## config.mk

```make
export PLATFORM = sky130hd
export DESIGN_NAME = axi4_sram_responder
export DESIGN_NICKNAME = d
export VERILOG_FILES = /design/src/rtl/axi4_sram_responder.sv
export SDC_FILE = /design/constraint.sdc
export NUM_CORES = 1
export LEC_CHECK = 0
export ABC_AREA = 1
export CAP_MARGIN = 30
export CORE_UTILIZATION = 35
export DETAILED_ROUTE_END_ITERATION = 8
export PLACE_DENSITY = 0.8
export SLEW_MARGIN = 20
export SYNTH_ARGS = -nofsm -noshare
export SYNTH_HDL_FRONTEND = slang
export SYNTH_SLANG_ARGS = --single-unit
export TNS_END_PERCENT = 10
```

## constraint.sdc

```tcl
create_clock -name clk_i -period 1.8 [get_ports clk_i]
set_input_delay 0.18 -clock clk_i [delete_from_list [all_inputs] [get_ports clk_i]]
set_output_delay 0.18 -clock clk_i [all_outputs]
set_load 0.02 [all_outputs]
```

## src/rtl/axi4_sram_responder.sv

```systemverilog
// axi4_sram_responder: AXI4 slave behind one crossbar port that turns bursts into
// single-port SRAM accesses with a fixed 1-cycle read latency. One transaction is
// served at a time; simultaneous read and write requests are granted round-robin.
// Optional build macro: AXI_SRAM_BOUNDS_CHECK_EN flags beats outside the SRAM region
// as SLVERR instead of letting the offset alias.
module axi4_sram_responder #(
   parameter int unsigned           ADDR_WIDTH  = 32,
   parameter int unsigned           DATA_WIDTH  = 32,
   parameter int unsigned           ID_WIDTH    = 4,
   parameter int unsigned           USER_WIDTH  = 1,
   parameter int unsigned           MEM_SIZE_KB = 8,
   parameter logic [ADDR_WIDTH-1:0] BASE_ADDR   = '0,
   localparam int unsigned          STRB_W      = DATA_WIDTH / 8,
   localparam int unsigned          OFF_W       = $clog2(STRB_W),
   localparam int unsigned          MEM_AW      = $clog2(MEM_SIZE_KB * 1024),
   localparam int unsigned          WORD_AW     = MEM_AW - OFF_W
) (
   input  logic                  clk_i,
   input  logic                  rst_ni,
   // AW channel
   input  logic [ID_WIDTH-1:0]   aw_id,
   input  logic [ADDR_WIDTH-1:0] aw_addr,
   input  logic [7:0]            aw_len,
   input  logic [2:0]            aw_size,
   input  logic [1:0]            aw_burst,
   input  logic                  aw_valid,
   output logic                  aw_ready,
   // W channel
   input  logic [DATA_WIDTH-1:0] w_data,
   input  logic [STRB_W-1:0]     w_strb,
   input  logic                  w_last,
   input  logic                  w_valid,
   output logic                  w_ready,
   // B channel
   output logic [ID_WIDTH-1:0]   b_id,
   output logic [1:0]            b_resp,
   output logic [USER_WIDTH-1:0] b_user,
   output logic                  b_valid,
   input  logic                  b_ready,
   // AR channel
   input  logic [ID_WIDTH-1:0]   ar_id,
   input  logic [ADDR_WIDTH-1:0] ar_addr,
   input  logic [7:0]            ar_len,
   input  logic [2:0]            ar_size,
   input  logic [1:0]            ar_burst,
   input  logic                  ar_valid,
   output logic                  ar_ready,
   // R channel
   output logic [ID_WIDTH-1:0]   r_id,
   output logic [DATA_WIDTH-1:0] r_data,
   output logic [1:0]            r_resp,
   output logic                  r_last,
   output logic [USER_WIDTH-1:0] r_user,
   output logic                  r_valid,
   input  logic                  r_ready,
   // SRAM port
   output logic                  mem_req_o,
   output logic                  mem_we_o,
   output logic [WORD_AW-1:0]    mem_addr_o,
   output logic [DATA_WIDTH-1:0] mem_wdata_o,
   output logic [STRB_W-1:0]     mem_be_o,
   input  logic [DATA_WIDTH-1:0] mem_rdata_i
);

   localparam logic [1:0] RESP_OKAY   = 2'b00;
   localparam logic [1:0] RESP_SLVERR = 2'b10;
   localparam logic [1:0] BURST_FIXED = 2'b00;
   localparam logic [1:0] BURST_INCR  = 2'b01;

   typedef enum logic [2:0] {
      IDLE    = 3'd0,
      WR_DATA = 3'd1,
      WR_RESP = 3'd2,
      RD_REQ  = 3'd3,
      RD_RESP = 3'd4
   } state_t;

   state_t                state;
   logic                  prio_wr;
   logic [ID_WIDTH-1:0]   id_q;
   logic [ADDR_WIDTH-1:0] addr_q;
   logic [7:0]            beat_cnt;
   logic [2:0]            size_q;
   logic [1:0]            burst_q;
   logic                  wr_err;
   logic                  rd_err;
   logic                  rd_entry;
   logic [DATA_WIDTH-1:0] rdata_q;

   logic [ADDR_WIDTH-1:0] offset;
   logic [ADDR_WIDTH-1:0] addr_next;
   logic                  err_beat;
   logic                  last_beat;

   // Per-beat address arithmetic and error classification of the current beat
   always_comb begin
      offset    = addr_q - BASE_ADDR;
      addr_next = (burst_q == BURST_INCR) ? addr_q + (ADDR_WIDTH'(1) << size_q) : addr_q;
      err_beat  = ((burst_q != BURST_FIXED) && (burst_q != BURST_INCR)) ||
                  (size_q > 3'(OFF_W));
`ifdef AXI_SRAM_BOUNDS_CHECK_EN
      err_beat  = err_beat || (addr_q < BASE_ADDR) ||
                  (offset >= ADDR_WIDTH'(MEM_SIZE_KB * 1024));
`endif
      last_beat = (beat_cnt == 8'd0);
   end

   // Channel handshakes, responses and SRAM strobes decoded from the current state
   always_comb begin
      aw_ready    = (state == IDLE) && aw_valid && (!ar_valid || prio_wr);
      ar_ready    = (state == IDLE) && ar_valid && !aw_ready;
      w_ready     = (state == WR_DATA);
      b_valid     = (state == WR_RESP);
      b_resp      = wr_err ? RESP_SLVERR : RESP_OKAY;
      b_id        = id_q;
      b_user      = '0;
      r_valid     = (state == RD_RESP);
      r_resp      = rd_err ? RESP_SLVERR : RESP_OKAY;
      r_last      = last_beat;
      r_id        = id_q;
      r_user      = '0;
      // SRAM data is only valid in the entry cycle; afterwards the captured copy is shown
      r_data      = rd_entry ? (rd_err ? '0 : mem_rdata_i) : rdata_q;
      mem_req_o   = ((state == WR_DATA) && w_valid && !err_beat) ||
                    ((state == RD_REQ) && !err_beat);
      mem_we_o    = (state == WR_DATA);
      mem_addr_o  = WORD_AW'(offset >> OFF_W);
      mem_wdata_o = w_data;
      mem_be_o    = w_strb;
   end

   // Transaction FSM with latched burst context and round-robin priority
   always_ff @(posedge clk_i or negedge rst_ni) begin
      if (!rst_ni) begin
         state    <= IDLE;
         prio_wr  <= 1'b1;
         id_q     <= '0;
         addr_q   <= '0;
         beat_cnt <= '0;
         size_q   <= '0;
         burst_q  <= '0;
         wr_err   <= 1'b0;
         rd_err   <= 1'b0;
         rd_entry <= 1'b0;
         rdata_q  <= '0;
      end else begin
         case (state)
            IDLE: begin
               if (aw_ready) begin
                  state    <= WR_DATA;
                  id_q     <= aw_id;
                  addr_q   <= aw_addr;
                  beat_cnt <= aw_len;
                  size_q   <= aw_size;
                  burst_q  <= aw_burst;
                  wr_err   <= 1'b0;
                  prio_wr  <= 1'b0;
               end else if (ar_ready) begin
                  state    <= RD_REQ;
                  id_q     <= ar_id;
                  addr_q   <= ar_addr;
                  beat_cnt <= ar_len;
                  size_q   <= ar_size;
                  burst_q  <= ar_burst;
                  prio_wr  <= 1'b1;
               end
            end
            WR_DATA: begin
               if (w_valid) begin
                  // Burst length comes from aw_len; a misplaced w_last only poisons the response
                  if (err_beat || (w_last != last_beat)) begin
                     wr_err <= 1'b1;
                  end
                  if (last_beat) begin
                     state <= WR_RESP;
                  end else begin
                     beat_cnt <= beat_cnt - 8'd1;
                     addr_q   <= addr_next;
                  end
               end
            end
            WR_RESP: begin
               if (b_ready) begin
                  state <= IDLE;
               end
            end
            RD_REQ: begin
               rd_err   <= err_beat;
               rd_entry <= 1'b1;
               state    <= RD_RESP;
            end
            RD_RESP: begin
               rd_entry <= 1'b0;
               if (rd_entry) begin
                  rdata_q <= r_data;
               end
               if (r_ready) begin
                  if (last_beat) begin
                     state <= IDLE;
                  end else begin
                     beat_cnt <= beat_cnt - 8'd1;
                     addr_q   <= addr_next;
                     state    <= RD_REQ;
                  end
               end
            end
            default: state <= IDLE;
         endcase
      end
   end

endmodule
```

==> results of run 1 <==
==> critical path: stages (launching register included) <==
cell and delay, ns:
sky130_fd_sc_hd__dfrtp_2 0.47, sky130_fd_sc_hd__inv_2 0.09, sky130_fd_sc_hd__buf_4 0.15, sky130_fd_sc_hd__nor3_4 0.15
sky130_fd_sc_hd__ha_4 0.18, sky130_fd_sc_hd__nand2_1 0.05, sky130_fd_sc_hd__nand2_1 0.12, sky130_fd_sc_hd__inv_1 0.11
sky130_fd_sc_hd__nand2_4 0.10, sky130_fd_sc_hd__buf_6 0.10, sky130_fd_sc_hd__nor2_2 0.02, sky130_fd_sc_hd__o22ai_1 0.21
sky130_fd_sc_hd__nand2_1 0.09, sky130_fd_sc_hd__nand2_1 0.06
==> repair_timing <==
action,in CTS,in global routing
pin swaps,2,18
buffers inserted,0,5
cloned,0,0
resized for setup,131,92
hold buffers,1,0
setup endpoints to repair,53,58
hold endpoints to repair,31,0
==> final cells by class <==
class	count	share of cell area, %
Sequential cell	69	24.7
Tap cell	176	3.15
Clock inverter	5	1.07
Timing Repair Buffer	219	27.7
Inverter	82	4.47
Multi-Input combinational cell	480	35.6
Clock buffer	11	3.33
==> kinds of logic (layout without fill, tap and decap cells) <==
group	Yosys count	after routing	share of synthesized area (%)
and+or+nand+nor	312	312	26.5
AOI/OAI and AO/OA	152	152	16.7
adders and majority gates	11	11	2.98
DFF	69	69	35.5
muxes	1	1	0.231
buffers and inverters	166	317	18.0
other	1	4	0.0770
==> sequential cells by signal (all words and copies together) (netlist names) <==
name	flops
rdata_q	32
addr_q	13
beat_cnt	8
b_id	4
size_q	3
state	3
burst_q	2
prio_wr	1
rd_entry	1
rd_err	1
wr_err	1
==> path summary, 6_finish.rpt <==
kind,startpoint,endpoint,depth (start not counted)
max,size_q[1],addr_q[4],13
min,rst_ni,addr_q[12],2
max in group asynchronous,rst_ni,prio_wr,3
min in group clk_i,w_data[10],mem_wdata_o[10],0
max reg2reg,size_q[1],addr_q[4],13
min reg2reg,prio_wr,prio_wr,2
==> layer usage <==
metal / GRT usage (%) / up-vias
met5: 0 / -
met4: 8.20 / 0
met3: 4.56 / 39
met2: 31.8 / 158
met1: 24.4 / 2294
li1: - / 2521
==> cells in the mapped netlist <==
cell type	number
sky130_fd_sc_hd__nor3_1	10
sky130_fd_sc_hd__nor2_1	73
sky130_fd_sc_hd__a211oi_1	1
sky130_fd_sc_hd__buf_6	1
sky130_fd_sc_hd__nor4_1	1
sky130_fd_sc_hd__o21ai_0	95
sky130_fd_sc_hd__nand3b_1	4
sky130_fd_sc_hd__clkbuf_1	10
sky130_fd_sc_hd__dfstp_2	1
sky130_fd_sc_hd__nand3_2	1
sky130_fd_sc_hd__buf_4	62
sky130_fd_sc_hd__dfrtp_1	68
sky130_fd_sc_hd__fa_1	1
sky130_fd_sc_hd__o22ai_1	8
sky130_fd_sc_hd__nand2_4	1
sky130_fd_sc_hd__o31ai_1	1
sky130_fd_sc_hd__a21oi_2	2
sky130_fd_sc_hd__nand4_1	5
sky130_fd_sc_hd__inv_1	76
sky130_fd_sc_hd__inv_2	6
sky130_fd_sc_hd__ha_1	10
sky130_fd_sc_hd__o21ai_1	26
sky130_fd_sc_hd__o21ai_2	2
sky130_fd_sc_hd__a21boi_0	1
sky130_fd_sc_hd__buf_2	11
sky130_fd_sc_hd__mux2_2	1
sky130_fd_sc_hd__nand2_1	182
sky130_fd_sc_hd__a2bb2oi_1	4
sky130_fd_sc_hd__nor2_2	3
sky130_fd_sc_hd__nand3_1	26
sky130_fd_sc_hd__conb_1	1
sky130_fd_sc_hd__a21oi_1	11
sky130_fd_sc_hd__nand2_2	4
sky130_fd_sc_hd__o21bai_1	1
sky130_fd_sc_hd__nor2_4	2
==> report_power, final <==
| part | leakage, nW | switching, mW | total [mW] | internal (mW) |
|---|---|---|---|---|
| logic | 2.28 | 5.06 | 8.49 | 3.43 |
| clock network | 0.153 | 0.691 | 1.90 | 1.21 |
| registers | 0.841 | 0.508 | 2.85 | 2.34 |
| total | 3.27 | 6.26 | 13.2 | 6.97 |
==> layout by cell type (no fill, tap or decap), types with 3 or more instances in the layout <==
cell type and count:
sky130_fd_sc_hd__buf_4 53, sky130_fd_sc_hd__nor2_4 4, sky130_fd_sc_hd__clkdlybuf4s50_1 119, sky130_fd_sc_hd__inv_2 9, sky130_fd_sc_hd__inv_1 71, sky130_fd_sc_hd__nand2_1 170
sky130_fd_sc_hd__nand2_4 5, sky130_fd_sc_hd__clkbuf_2 14, sky130_fd_sc_hd__nor3_4 3, sky130_fd_sc_hd__clkbuf_16 9, sky130_fd_sc_hd__nor3_1 4, sky130_fd_sc_hd__nor2_1 66
sky130_fd_sc_hd__nand3b_1 4, sky130_fd_sc_hd__buf_6 4, sky130_fd_sc_hd__nand4_1 5, sky130_fd_sc_hd__a21oi_2 5, sky130_fd_sc_hd__o21ai_1 25, sky130_fd_sc_hd__nand3_2 5
sky130_fd_sc_hd__conb_1 4, sky130_fd_sc_hd__buf_12 3, sky130_fd_sc_hd__nor2_2 8, sky130_fd_sc_hd__nand2_2 12, sky130_fd_sc_hd__ha_1 6, sky130_fd_sc_hd__dfrtp_1 66
sky130_fd_sc_hd__clkinv_2 3, sky130_fd_sc_hd__o21ai_0 94, sky130_fd_sc_hd__o22ai_1 8, sky130_fd_sc_hd__clkdlybuf4s15_1 4, sky130_fd_sc_hd__nand3_1 21, sky130_fd_sc_hd__nor3_2 3
sky130_fd_sc_hd__a21oi_1 8, sky130_fd_sc_hd__dlygate4sd2_1 3, sky130_fd_sc_hd__o21ai_2 4, sky130_fd_sc_hd__a2bb2oi_1 4, sky130_fd_sc_hd__buf_2 17
==> per-stage QoR <==
step,worst slack (ns),TNS [ns],util (%),instances,instance area (um^2)
floorplan,0.00308,0,-,715,4880
global placement,-0.133,-1.18,49.1,1020,6580
detailed placement,-0.218,-1.85,49.1,1020,6580
CTS,-0.161,-1.26,51.7,1037,6930
global route,-0.322,-3.00,52.2,1042,7000
finish,-0.168,-1.19,52.2,1042,7000
==> run summary, run 1 <==
The via count of the first global-routing pass came out at 4644. For this run, the detailed router's first-pass iteration total came to 5. The routed design uses 864 um of met3 wire. In this run, synthesis produced a sequential element count of 69. The clock passes through at most 2 buffers. From left edge to right edge, the die measures 120 um. Overall die height: 120 um. For the worst setup path, the data arrival time is 2.24 ns.

The minimum clock period came out at 1.97 ns. Largest net degree at the start of global routing: 65. The logs give 0 for the number of antenna violations at the first check in global routing and 0.00562 ns for the largest clock skew in the final design. For the worst setup path, the data required time is 2.08 ns. The first global-routing pass estimated 22.3 mm of wire. Of all nets on the critical path, the largest fanout is 6. Number of rows created at floorplan: 42.

The instance count of the mapped netlist was 712. The proportion of layout cells with a drive suffix above 1 is 20.4%, and the worst setup slack for register-to-register paths is -0.17 ns. The area fraction of the dominant cell type after synthesis is 35.0%, and the clock latency of the later-clocked register in the worst-skew pair is 0.34 ns.

Across all layers, the routed design uses 5012 vias. Timing would allow up to 508 MHz. The filler cells instantiated in the layout total 1270. In the global route stage, overall resource usage came out at 19.4%.

Setup repair after global routing could not meet its margin everywhere. The met2 routed wirelength came out at 7.00 mm. The checks that failed: setup timing.

By area the synthesized netlist is led by sky130_fd_sc_hd__dfrtp_1 35%, sky130_fd_sc_hd__nand2_1 14%, sky130_fd_sc_hd__o21ai_0 9.8%, sky130_fd_sc_hd__buf_4 9.6%, sky130_fd_sc_hd__inv_1 5.9%. Input and output buffers added on the ports amount to 160. The sequential cell area in the final layout is 1730 um^2.

The area growth from synthesis to layout was 43.7%; the least setup slack across all paths after layout was -0.168 ns. The detail route stage leaves a number of antenna-violating nets equal to 0. The cell area that synthesis handed to floorplanning was 4870 um^2.

The worst setup path is launched from a flip-flop. Number of H-tree branching levels: 3. The I/O pin total came out at 275. In the final layout, the multi-input gates occupy 2490 um^2.

Dividing the final minimum period by the clock period gives 109%. In this run, distinct cell masters in the synthesized netlist total 35. The number of clock sinks was 69.

For this design the ratio of total power to cell area is 1890 nW/um^2. Clock-pin slew was measured on the worst setup and hold paths at 0.06 ns. Top layer used by detailed routing: met4. Once detailed placement completed, the half-perimeter wirelength came to 10.4 mm. The run gives 13.2 mW as the total power draw. The tree is rooted in a sky130_fd_sc_hd__clkbuf_16. After detailed routing, the number of vias per cell comes to 4.81.

The number of maximum-capacitance constraint violations is 0, and the number of remaining DRC errors is 0. For this run, the number of Yosys warnings is 0. The detailed router put a total of 6.05 mm of wire on met1. For the static power due to leakage, the log shows 3.27 nW. Once the floorplan was initialized, standard cells occupied 36.3% of the core. The class of the most critical setup path was reg -> reg.

The wire length per cell after detailed routing works out to 13.8 um. First-iteration detailed-routing DRC count: 221. The repair_antennas step left the layout with diodes totalling 0. Routability-driven placement finished with a final weighted congestion of 0.901.

Summed over all layers, the global routing overflow is 0. For the number of failing hold endpoints at the final stage, the log shows 0. For the final-report setup violation count, the log shows 11. The flow ran to the end, but the final reports show violations.

The synthesized area per cell is 6.84 um^2. TritonCTS built the clock tree. On the final layout, the worst hold slack is 0.335 ns. Total clock buffers created by CTS: 9.

Endpoint kind of the worst setup timing path: a flip-flop. Summed over all layers, the routed wires come to 14.4 mm. For the total count of max-transition violations in the final report, the log shows 0. The die footprint came out at 14400 um^2. In this run the worst hold path is classified as in -> async. The number of nets in the final layout is 1046.

Maximum resistive drop on vdd: 0.00103 V. The cell type with the highest aggregate area in the netlist was sky130_fd_sc_hd__dfrtp_1. The total area inside the core boundary comes to 13400 um^2. After synthesis, flip-flops and latches occupy 35.5% of the total area.
(Power assumes the default switching activity.)
==> run 2, diff against run 1 <==
Settings changed: CAP_MARGIN 30 to default, GPL_TIMING_DRIVEN from default to 0.
==> run 2 against run 1 <==
Compared with the run above:
- the run still ends with setup timing left
- clock power shrank 4%
- core utilization is 4.1 points higher
- wire length rose by 8.0%
- first-iteration DRC count grew 24%
- combinational power is 2% lower
- worst hold slack lost 0.018 ns
- sequential cell count did not move
- register-to-register slack better by 0.02 ns
- final area rose by 7.8%
- critical path depth unchanged
- worst setup slack gained 0.021 ns
- global-route usage grew 2.0 points
- critical endpoint is now addr_q[10]
- largest power group unchanged
- highest routed layer unchanged
==> run summary, run 2 (synthesized netlist as in run 1, its figures left out) <==
The run finished, with violations left. The checks that failed: setup timing. Post-route standard cell area excluding fillers: 7540 um^2 (+7.8%).

The worst setup path is of the reg -> reg kind. The number of nets in the final layout came out at 1118 (+6.9%). The required arrival time at the worst endpoint came out at 2.06 ns (-0.02 ns). For the count of vias placed by the detailed router, the log shows 5351 (+6.8%).

Count of placed standard cells including taps: 1088 (+6.7%). The startpoint identified for the worst register-to-register timing path is size_q[1]. Routed metal-1 wire length: 6.67 mm (+10%).

The run gives 0 (unchanged) as the number of antenna violations at the first check in global routing. The number of H-tree branching levels is 3 (unchanged), and the share of the clock period used by the worst path after layout is 108% (-1.2 points). The signal arrival time at the worst endpoint is 2.21 ns (-0.03 ns). The logs give 1114 (+6.9%) for the final cell count without fillers and 7.70 mm (+10%) for the met2 routed wirelength. The largest buffer count on any clock path was 2 (unchanged).

The proportion of layout cells with a drive suffix above 1 works out to 22.1% (+1.6 points). The tools report the via count of the first global-routing pass as 4963 (+6.9%). Buffer cell driving the clock tree root: sky130_fd_sc_hd__clkbuf_16. The global-route usage over all layers was 21.4% (+2.0 points). The area of the core came out at 13400 um^2 (unchanged). The most common cell after layout, fill and taps aside was sky130_fd_sc_hd__nand2_1. Maximum resistive drop on vdd: 0.00101 V (-2.2%). The tools report the cell area reported after detailed placement as 7090 um^2 (+7.8%). The number of fillers in the final layout was 1272 (+0.16%). More flip-flops sit in one register than any other, and that register is rdata_q. The tools report the critical path endpoint as addr_q[10]. The endpoint kind of the worst setup timing path is a flip-flop. The clock transition at the registers of the reported paths is 0.06 ns (about the same). The die span in x is 120 um (unchanged). The total congestion overflow after global routing was 0 (unchanged). The placed wire-length estimate was 11.7 mm (+13%); the depth of the worst register-to-register path was 13 (unchanged). Wire length per cell after detailed routing: 13.9 um (+1.1%). TritonCTS built the clock tree. The number of rows created at floorplan came out at 42 (unchanged). The wire length of the first global-routing pass was 24.6 mm (+10%); the number of flip-flops in the largest register was 32 (unchanged). The top layer used by detailed routing was met4.

The largest clock skew in the final design was 0.00673 ns (+0.00111 ns). The number of maximum-capacitance constraint violations was 0 (unchanged). The minimum clock period is 1.95 ns (-0.0215 ns), and the area growth from synthesis to layout is 54.9%. Starting density of the core: 36.3% (unchanged). Setup repair after global routing could not meet its margin everywhere. Leaving out fill and tap cells, the most frequent cells in the layout are 175 x sky130_fd_sc_hd__nand2_1, 155 x sky130_fd_sc_hd__clkdlybuf4s50_1, 76 x sky130_fd_sc_hd__o21ai_0, 75 x sky130_fd_sc_hd__buf_4. The run gives 1740 um^2 (+0.29%) as the sequential cell area in the final layout. The worst hold path belongs to the class in -> async. The power density over cell area is 1740 nW/um^2 (-8.2%). The count of antenna-violating nets left after detailed routing came out at 0 (unchanged). For the clock latency of the later-clocked register in the worst-skew pair, the log shows 0.34 ns (about the same). For the least setup slack across all paths after layout, the log shows -0.146 ns (+0.0215 ns). The number of buffers inserted by port buffering works out to 196 (+23%). The logs give 0.928 (+3.0%) for the final estimated routing congestion in global placement and 69 (unchanged) for the number of clock sinks. The largest registers in the layout are rdata_q (32), addr_q (13), beat_cnt (8). Total length of routed met3 wires: 878 um (+1.6%). Final-report setup violation count: 16 (+5). The number of diodes added for antenna fixing was 0 (unchanged); the peak clock frequency supported by timing was 514 MHz (+1.1%).

Category of the worst setup path launch point: a flip-flop. The tools report the number of remaining DRC errors as 0 (unchanged). The run gives 0 (unchanged) as the number of failing hold endpoints at the final stage. In this run the worst setup path begins at size_q[1]. The area taken by multi-input logic gates came out at 2440 um^2 (-1.9%). The total count of max-transition violations in the final report is 0 (unchanged), and the die footprint is 14400 um^2 (unchanged). The number of vias per cell after detailed routing is 4.80 (-0.14%), and the I/O pin total is 275 (unchanged).

The maximum fanout along the worst path was 6 (unchanged); the first-iteration detailed-routing DRC count was 274 (+24%). The endpoint of the lowest-slack register-to-register path is addr_q[10]. The tools report the largest net degree at the start of global routing as 45 (-31%). Total clock buffers created by CTS: 9 (unchanged). The worst setup slack for register-to-register paths is -0.15 ns (+0.02 ns), and the overall die height is 120 um (unchanged). For the detailed-route wire length, the log shows 15.5 mm (+8.0%).

The static power due to leakage came out at 3.54 nW (+8.0%). First-pass iteration count of the detailed router: 5 (unchanged).
==> run 2: final cells by class <==
cell class	instances	share of cell area [%]
inverters	82	4.15
flip-flops and latches	69	23.0
repair buffers	207	25.4
well taps	176	2.92
plain buffers	84	8.13
clock buffers	9	2.99
clock inverters	7	0.979
multi-input cells	480	32.4
==> run 2: stage by stage <==
stage                     util [%]  hold WS, ns  setup WS (ns)  TNS (ns)  total power, mW
after floorplan                  -       -0.116        0.00308         0             7.97
after global placement        52.7        0.461          -2.00   -150.80             10.8
after detailed placement      52.9        0.127         -0.476    -15.04             10.9
after CTS                     55.0        0.321         -0.132     -1.18             12.7
after global routing          56.3        0.345         -0.305     -5.05             14.2
final                         56.3        0.317         -0.146     -1.18             13.1
==> run 2: power breakdown <==
| part | total (mW) | switching (mW) | internal, mW |
|---|---|---|---|
| Combinational | 8.34 | 5.00 | 3.34 |
| Sequential | 2.93 | 0.579 | 2.35 |
| Clock | 1.82 | 0.743 | 1.08 |
==> run 2: worst min path at each step <==
stage | slack (ns) | end
floorplan | -0.12 | addr_q[0]
global placement | 0.46 | wr_err
detailed placement | 0.13 | beat_cnt[4]
CTS | 0.32 | beat_cnt[3]
global route | 0.35 | beat_cnt[3]
finish | 0.32 | beat_cnt[4]
==> run 2: timing repair <==
| action | in CTS | in global routing |
|---|---|---|
| gates resized for setup | 191 | 82 |
| cloned | 0 | 1 |
| pin swaps | 5 | 13 |
| endpoints found under the hold margin | 25 | 0 |
| setup buffers | 3 | 5 |
| hold buffers | 1 | 0 |
| setup endpoints to repair | 80 | 97 |
==> run 2: per-layer routing <==
metal	vias up	global-route usage [%]
met3	23	3.90
met2	180	35.7
met4	0	7.66
li1	2681	-
met1	2467	27.5
met5	-	0
==> run 2: critical path, cell delays in order (launching register included) <==
cell                      delay, ns
sky130_fd_sc_hd__dfrtp_2       0.49
sky130_fd_sc_hd__nor3_4        0.20
sky130_fd_sc_hd__ha_2          0.22
sky130_fd_sc_hd__fa_2          0.23
sky130_fd_sc_hd__nand2_2       0.07
sky130_fd_sc_hd__inv_2         0.06
sky130_fd_sc_hd__nand2_1       0.05
sky130_fd_sc_hd__nand2_2       0.09
sky130_fd_sc_hd__nand2_2       0.06
sky130_fd_sc_hd__nand2_2       0.10
sky130_fd_sc_hd__nand3_2       0.06
sky130_fd_sc_hd__nand2_1       0.07
sky130_fd_sc_hd__nand2_1       0.05
sky130_fd_sc_hd__a21oi_1       0.12
